### src/rtl/router_pkg.sv
// router_pkg: shared state encoding, field widths and header assembly for the router packet source
package router_pkg;
  localparam int ADDR_W = 2;
  localparam int LEN_W = 6;
  localparam int DATA_W = 8;
  localparam logic [ADDR_W-1:0] INVALID_ADDR = 2'b11;
  typedef enum logic [2:0] {IDLE, HDR, PLD, PAR, CHK} state_t;
  function automatic logic [DATA_W-1:0] make_hdr(input logic [LEN_W-1:0] len, input logic [ADDR_W-1:0] addr);
    return {len, addr};
  endfunction
endpackage

### src/rtl/router_parity_acc.sv
// router_parity_acc: 8-bit XOR accumulator with clear/load/accumulate priority
module router_parity_acc
  import router_pkg::*;
(
  input  logic              clock,
  input  logic              resetn,
  input  logic              clear,
  input  logic              load,
  input  logic              acc,
  input  logic [DATA_W-1:0] din,
  output logic [DATA_W-1:0] q
);
  // running parity: clear wins over load, load over accumulate
  always_ff @(posedge clock or negedge resetn)
    if (!resetn) q <= '0;
    else q <= clear ? '0 : load ? din : acc ? q ^ din : q;
endmodule

### src/rtl/router_pkt_src.sv
// router_pkt_src: packet source feeding router_top (header, payload, parity, err verdict); ROUTER_PKT_SRC_STATS_EN adds pkt_cnt/err_cnt
module router_pkt_src
  import router_pkg::*;
#(
  parameter int ERR_WAIT = 4,
  parameter int CNT_W = 16
) (
  input  logic              clock,
  input  logic              resetn,
  input  logic              req_valid,
  output logic              req_ready,
  input  logic [ADDR_W-1:0] req_addr,
  input  logic [LEN_W-1:0]  req_len,
  output logic              req_reject,
  input  logic              pl_valid,
  output logic              pl_ready,
  input  logic [DATA_W-1:0] pl_data,
  input  logic              busy,
  input  logic              err,
  output logic              pkt_valid,
  output logic [DATA_W-1:0] pkt_data,
  output logic              done,
  output logic              pkt_err
`ifdef ROUTER_PKT_SRC_STATS_EN
  ,
  output logic [CNT_W-1:0]  pkt_cnt,
  output logic [CNT_W-1:0]  err_cnt
`endif
);
  localparam int WW = $clog2(ERR_WAIT + 1);
  state_t state, state_n;
  logic [ADDR_W-1:0] addr_q;
  logic [LEN_W-1:0] len_q, rem;
  logic [WW-1:0] wait_cnt;
  logic flag;
  logic [DATA_W-1:0] parity, hdr;
  logic req_ok, accept, fin;
  assign hdr = make_hdr(len_q, addr_q);
  assign req_ok = req_addr != INVALID_ADDR && req_len != '0;
  assign req_ready = state == IDLE;
  assign accept = req_ready && req_valid && req_ok;
  assign fin = state == CHK && wait_cnt == WW'(1);
  router_parity_acc u_par (
    .clock (clock),
    .resetn(resetn),
    .clear (state == IDLE),
    .load  (state == HDR && !busy),
    .acc   (pl_ready),
    .din   (state == HDR ? hdr : pl_data),
    .q     (parity)
  );
  // state register
  always_ff @(posedge clock or negedge resetn)
    if (!resetn) state <= IDLE;
    else state <= state_n;
  // next state and the byte presented to the router in each state
  always_comb begin
    state_n = state;
    pkt_valid = 1'b0;
    pkt_data = '0;
    pl_ready = 1'b0;
    case (state)
      IDLE: state_n = accept ? HDR : IDLE;
      HDR: begin
        pkt_valid = 1'b1;
        pkt_data = hdr;
        state_n = busy ? HDR : PLD;
      end
      PLD: begin
        pkt_valid = pl_valid;
        pkt_data = pl_data;
        pl_ready = pl_valid && !busy;
        state_n = pl_ready && rem == LEN_W'(1) ? PAR : PLD;
      end
      PAR: begin
        pkt_data = parity;
        state_n = busy ? PAR : CHK;
      end
      CHK: state_n = fin ? IDLE : CHK;
      default: state_n = IDLE;
    endcase
  end
  // request latch, byte countdown, err window and one-cycle status pulses
  always_ff @(posedge clock or negedge resetn)
    if (!resetn) begin
      addr_q <= '0;
      len_q <= '0;
      rem <= '0;
      wait_cnt <= '0;
      flag <= 1'b0;
      req_reject <= 1'b0;
      done <= 1'b0;
      pkt_err <= 1'b0;
    end else begin
      req_reject <= req_ready && req_valid && !req_ok;
      done <= fin;
      pkt_err <= fin && (flag || err);
      if (accept) begin
        addr_q <= req_addr;
        len_q <= req_len;
      end
      if (state == HDR && !busy) rem <= len_q;
      else if (pl_ready) rem <= rem - LEN_W'(1);
      if (state == PAR && !busy) begin
        wait_cnt <= WW'(ERR_WAIT);
        flag <= 1'b0;
      end else if (state == CHK) begin
        wait_cnt <= wait_cnt - WW'(1);
        flag <= flag || err;
      end
    end
`ifdef ROUTER_PKT_SRC_STATS_EN
  // saturating counters, updated on the edge that raises done
  always_ff @(posedge clock or negedge resetn)
    if (!resetn) begin
      pkt_cnt <= '0;
      err_cnt <= '0;
    end else if (fin) begin
      pkt_cnt <= &pkt_cnt ? pkt_cnt : pkt_cnt + CNT_W'(1);
      if (flag || err) err_cnt <= &err_cnt ? err_cnt : err_cnt + CNT_W'(1);
    end
`endif
endmodule

### config.mk
export PLATFORM = sky130hd
export DESIGN_NAME = router_pkt_src
export DESIGN_NICKNAME = d
export VERILOG_FILES = /design/src/rtl/router_pkg.sv /design/src/rtl/router_parity_acc.sv /design/src/rtl/router_pkt_src.sv
export SDC_FILE = /design/constraint.sdc
export NUM_CORES = 1
export LEC_CHECK = 0
export CAP_MARGIN = 10
export CORE_UTILIZATION = 45
export DETAILED_ROUTE_END_ITERATION = 16
export PLACE_DENSITY = 0.7
export RECOVER_POWER = 25
export REMOVE_ABC_BUFFERS = 1
export SLEW_MARGIN = 20
export SYNTH_ARGS = -nofsm -noshare
export SYNTH_HDL_FRONTEND = slang
export SYNTH_HIERARCHICAL = 1
export SYNTH_SLANG_ARGS = --single-unit
export TNS_END_PERCENT = 100
### constraint.sdc
create_clock -name clock -period 3.2 [get_ports clock]
set_input_delay 0.8 -clock clock [delete_from_list [all_inputs] [get_ports clock]]
set_output_delay 0.8 -clock clock [all_outputs]
set_load 0.02 [all_outputs]
**Yosys cells after proc, flatten, opt, wreduce, memory -nomap -nowiden**

Index checks and enable logic that the tools add are counted.

- Latch bits: 0
- Memory bits (read-only): 0
- Memories: 0
- Register bits: 32
- RAM bits: 0
- Input port bits: 22

- Muxes and demuxes: 19
- Order comparisons: 0
- $add $sub $neg: 2
- Reductions and logical operators: 18
- Multiply operators: 0
- Shift-type cells: 0
- Bitwise logic cells: 1
- Div/mod/pow operators: 0
- Eq/ne operators: 7

Operator list:

| cell | count |
|---|---|
| 2-to-1 mux 8 bit | 4 |
| case mux 8 bit (3 select lines) | 1 |
| case mux 3 bit (5 select lines) | 1 |
| 2-to-1 mux 3 bit | 4 |
| 2-to-1 mux 6 bit | 2 |
| logical AND 1 bit | 10 |
| XOR 8 bit | 1 |
| equality test 3 x 1 -> 1 bit (second input constant) | 2 |
| equality test 3 x 2 -> 1 bit (second input constant) | 2 |
| equality test 6 x 1 -> 1 bit (second input constant) | 1 |
| nonzero test 6 bit | 1 |
| subtractor 6 x 1 -> 6 bit (second input constant) | 1 |
| 2-to-1 mux 1 bit | 5 |
| nonzero test 2 bit | 2 |
| equality test 3 bit (second input constant) | 1 |
| zero test 3 bit | 1 |
| nonzero test 3 bit | 1 |
| subtractor 3 x 1 -> 3 bit (second input constant) | 1 |
| zero test 1 bit | 2 |
| 2-to-1 mux 2 bit | 1 |
| != test 2 bit (second input constant) | 1 |
| case mux 1 bit (2 select lines) | 1 |
| logical OR 1 bit | 1 |

**Logic depth before layout (Yosys ltp)**

Gate-level depths: netlist of run 1.

- Word-level depth: 6
- Depth in mapped cells: 8
- Gate-level depth less buffers: 6

**Modules after synthesis**

The synthesis of run 1 kept the hierarchy.

Modules (own cells, without submodules):

| module | cells an instance | instances | area each (µm²) |
|---|---|---|---|
| router_pkt_src | 157 | 1 | 1579.0 |
| router_parity_acc | 51 | 1 | 442.9 |

**Worst setup path after synthesis of run 1**

Ideal clock, no wire load.

- Kind: register to output
- Start: register state[1]
- End: output port pkt_data[1]
- Setup slack: 0.954 ns
- Data required time: 2.400 ns
- Data arrival time: 1.446 ns
- Stages on the path, launching flop included: 6
- Path through: dfrtp_1 > buf_2 > buf_1 > mux2_2 > a22oi_1 > nor2_1

- Cells in the longest elaborated chain, start to end: 2

RTL lines:

| item | line | RTL |
|---|---|---|
| start, declared | router_pkt_src.sv:31 | `state_t state, state_n;` |
| start signal, assigned | router_pkt_src.sv:55 | `else state <= state_n;` |
| equality test 3 x 2 -> 1 bit or equality test 3 x 1 -> 1 bit (tied branches) | router_pkt_src.sv:62 | `case (state)` |
| case mux 8 bit (3 select lines) * | router_pkt_src.sv:62 |  |
| end, declared | router_pkt_src.sv:21 | `output logic [DATA_W-1:0] pkt_data,` |

Every way passes the cells marked *; elsewhere a longest branch is shown, timed or not.

**Worst setup path in the final report of run 1**

- Start: input port pl_valid
- End: output port pkt_valid

- Cells in the longest elaborated chain, start to end: 1

RTL lines:

| item | line | RTL |
|---|---|---|
| start, declared | router_pkt_src.sv:15 | `input logic pl_valid,` |
| case mux 1 bit (2 select lines) | router_pkt_src.sv:62 |  |
| end, declared | router_pkt_src.sv:20 | `output logic pkt_valid,` |

No other way between the ends.

==> impl_metrics.py, run 1 <==
metrics = {
    "setup_path": {
        "cp_num_cells": 4,
        "r2r_start": "state[2]",
        "reg2reg_depth": 6,
        "worstPathRequired_ns": 2.40,
        "reg2reg_slack_ns": 1.03,
        "path_buf_inv": 2,
        "cp_common_cell": "clkdlybuf4s50_1",
        "critical_path_class": "in -> out",
        "crit_end": "pkt_valid",
        "slowest_delay_ns": 0.59,
        "path_cells": "clkdlybuf4s50_1 -> nor4bb_2 -> or2_2 -> clkdlybuf4s50_1",
        "cp_top_family": "buffers and inverters",
        "critPathLaunch": "pl_valid",
        "r2r_end": "len_q[2]",
        "cp_slowest_cell": "clkdlybuf4s50_1",
        "cp_max_fo": 3,
        "end_kind": "output port",
        "worst_setup_path_start_kind": "input pin",
        "crit_arrival_ns": 2.32,
    },
    "die": {
        "core_sq_um": 4320,
        "dieArea_sq_um": 4770,
        "die_x_um": 69.0,
        "die_h_um": 69.0,
        "row_count": 24,
        "ios": 36,
        "initial_core_util_pct": 46.8,
    },
    "worst_hold_path": {
        "hold_class": "reg -> reg",
    },
    "timing": {
        "setup_ws_ns": 0.0819,
        "hold_viol": 0,
        "finalSetupTns_ns": 0,
        "tightest_slew_ns": 1.76,
        "setup_viol": 0,
        "max_slew_margin_pct": -17.6,
        "period_needed_ns": 3.12,
        "fin_crit_sh_pct": 97.4,
        "skew_ns": 0.00546,
        "rsz0062_at_grt": "false",
        "max_freq_mhz": 321,
        "final_max_slew_viol_count": 33,
    },
    "yosys": {
        "yosys-top-cells-count": "dfrtp_1 (32), nor2_1 (21), a21oi_1 (17)",
        "synthMostInstantiatedCell": "dfrtp_1",
        "synth-seq-area-share_pct": 39.6,
        "netlist.area_leader.share_pct": 39.6,
        "mappedNetlistArea_sq_um": 2020,
        "synth_edf_count": 0,
        "avgSynthCellArea_sq_um": 9.72,
        "yosysUniqueCellTypes": 45,
        "ys_warn_count": 6,
        "synth-main-ff-cell": "dfrtp_1",
        "synth_top_cell_by_area": "dfrtp_1",
        "syn_inst": 208,
        "async_reset_ff_share_pct": 100,
        "synth_area_leaders": "dfrtp_1 (40%), mux2_2 (8.4%), mux2_4 (4.5%), a21oi_1 (4.2%), nor2_1 (3.9%)",
        "synth-seq-cells": 32,
    },
    "finish": {
        "finalNetCount": 277,
        "antenna_cells": 0,
        "drive_gt1_share_pct": 20.7,
        "instances_no_fill": 303,
        "utilization_pct": 59.5,
        "area.growth.synth_to_final_pct": 27.4,
    },
    "placement": {
        "io_buffers": 35,
        "dp.cells": 296,
        "dp_hpwl_um": 3470,
        "gp_congestion": 0.781,
        "place_ws_ns": 0.0543,
    },
    "routing": {
        "num_vias": 1712,
        "drtIter0Drc": 87,
        "routed_wl_um": 4870,
        "via_per_inst": 5.65,
        "drc": 0,
        "wl_per_cell_um": 16.1,
        "final_antenna_net_count": 0,
        "first_pass_iters": 4,
    },
    "global_route": {
        "grt_pass1_vias": 1631,
        "antenna_found_initial": 0,
        "grt_use_total_pct": 21.7,
        "grt_pass1_wl_um": 8160,
        "gr-total-overflow": 0,
        "grt_max_degree": 33,
    },
    "cts": {
        "cts_buffers": 5,
        "clk_pin_slew_ns": 0.07,
        "ctsResizeCount": 0,
        "cts_tree": "built",
        "post_cts_buffers": 0,
        "root_buffer": "clkbuf_8",
        "cts-hold-fix-buffers": 0,
        "h-tree-depth": 2,
        "insertion_delay_ns": 0.28,
        "cts_buffer_depth": 2,
        "clock_sink_count": 32,
    },
    "flow_run": {
        "maxCapViolations": 1,
    },
    "power": {
        "vdd.ir_drop.worst_uv": 504,
        "finalPower_mw": 2.43,
        "powerDensity_nw_per_um2": 942,
        "p_leak_nw": 1.07,
    },
    "status": {
        "status": "complete, but fails checks",
        "violations": "capacitance limit, slew limit",
    },
}
==> stage by stage <==
step | hold WS, ns | cell area (sq um)
floorplan | 0.464 | 1960
global placement | 0.486 | 2480
detailed placement | 0.500 | 2480
CTS | 0.516 | 2570
global route | 0.546 | 2570
finish | 0.515 | 2570
==> kinds of logic after synthesis <==
kind of cell | synth area share [%]
compound gates | 20.2
buf+inv | 4.21
xor+xnor | 0.433
fa+ha+maj | 2.48
flops | 39.6
simple gates | 20.2
mux | 12.8
==> worst min path at each step <==
stage / from / end / slack (ns) / depth (start not counted)
2_1_floorplan: rem[3] / rem[3] / 0.46 / 1
3_3_place_gp: rem[3] / rem[3] / 0.49 / 1
3_5_place_dp: rem[3] / rem[3] / 0.50 / 1
4_1_cts: rem[3] / rem[3] / 0.52 / 1
5_1_grt: rem[3] / rem[3] / 0.55 / 1
6_report: rem[3] / rem[3] / 0.51 / 1
==> area by class of cell <==
cell class | instances | area [sq um]
well taps | 52 | 65.1
repair buffers | 48 | 444
inverters | 7 | 26.3
clock buffers | 7 | 96.3
multi-input cells | 157 | 1140
fillers | 393 | 1750
flip-flops and latches | 32 | 801
==> sequential cells by signal, summed over array words and instances (netlist names) <==
| name | cells |
|---|---|
| u_par/q | 8 |
| len_q | 6 |
| rem | 6 |
| state | 3 |
| wait_cnt | 3 |
| addr_q | 2 |
| done | 1 |
| flag | 1 |
| pkt_err | 1 |
| req_reject | 1 |
==> routing by layer <==
layer  share of wire, %  routed length [um]  vias to the layer above  track usage (%)
li1                   -                   -                      841                -
met1                 49                2380                      831             31.9
met2                 47                2280                       33             32.4
met3                3.2                 154                        7             3.51
met4                1.1                  55                        0             7.48
met5                  0                   0                        -                0
==> cells in the final DEF, fill, tap and decap left out, types with 2 or more instances in the layout <==
cell type        netlist  layout
a21oi_1               17      17
a22o_1                 4       4
a22oi_1                8       8
a31oi_1                2       2
and2b_1                2       2
and3_1                 2       2
buf_4                  0      12
clkbuf_8               0       7
clkdlybuf4s50_1        0      34
dfrtp_1               32      32
ha_1                   4       4
inv_1                  7       7
mux2_2                15      15
mux2_4                 6       6
nand2_1               16      16
nand2b_1               2       2
nand3b_1               8       8
nor2_1                21      21
nor2b_1               10      10
nor3_1                 2       2
o21ai_0                9       9
o21ai_1                4       4
o22a_2                 2       2
o41ai_1                2       2
or2_2                  2       2
==> report_power, final <==
| part | switching, mW | total [mW] | internal, mW |
|---|---|---|---|
| sequential | 0.199 | 0.776 | 0.576 |
| combinational | 0.639 | 1.31 | 0.673 |
| clock | 0.146 | 0.337 | 0.191 |
No activity file was read; power rests on OpenSTA's default activity.
==> inputs of run 2 (changes only) <==
--- a/config.mk
+++ b/config.mk
@@ -5,7 +5,7 @@
 export SDC_FILE = /design/constraint.sdc
 export NUM_CORES = 1
 export LEC_CHECK = 0
-export CAP_MARGIN = 10
+export CAP_MARGIN = 5
 export CORE_UTILIZATION = 45
 export DETAILED_ROUTE_END_ITERATION = 16
 export PLACE_DENSITY = 0.7
==> results of run 2 <==
No change in the layout: final DEF, timing and power equal those of run 1.
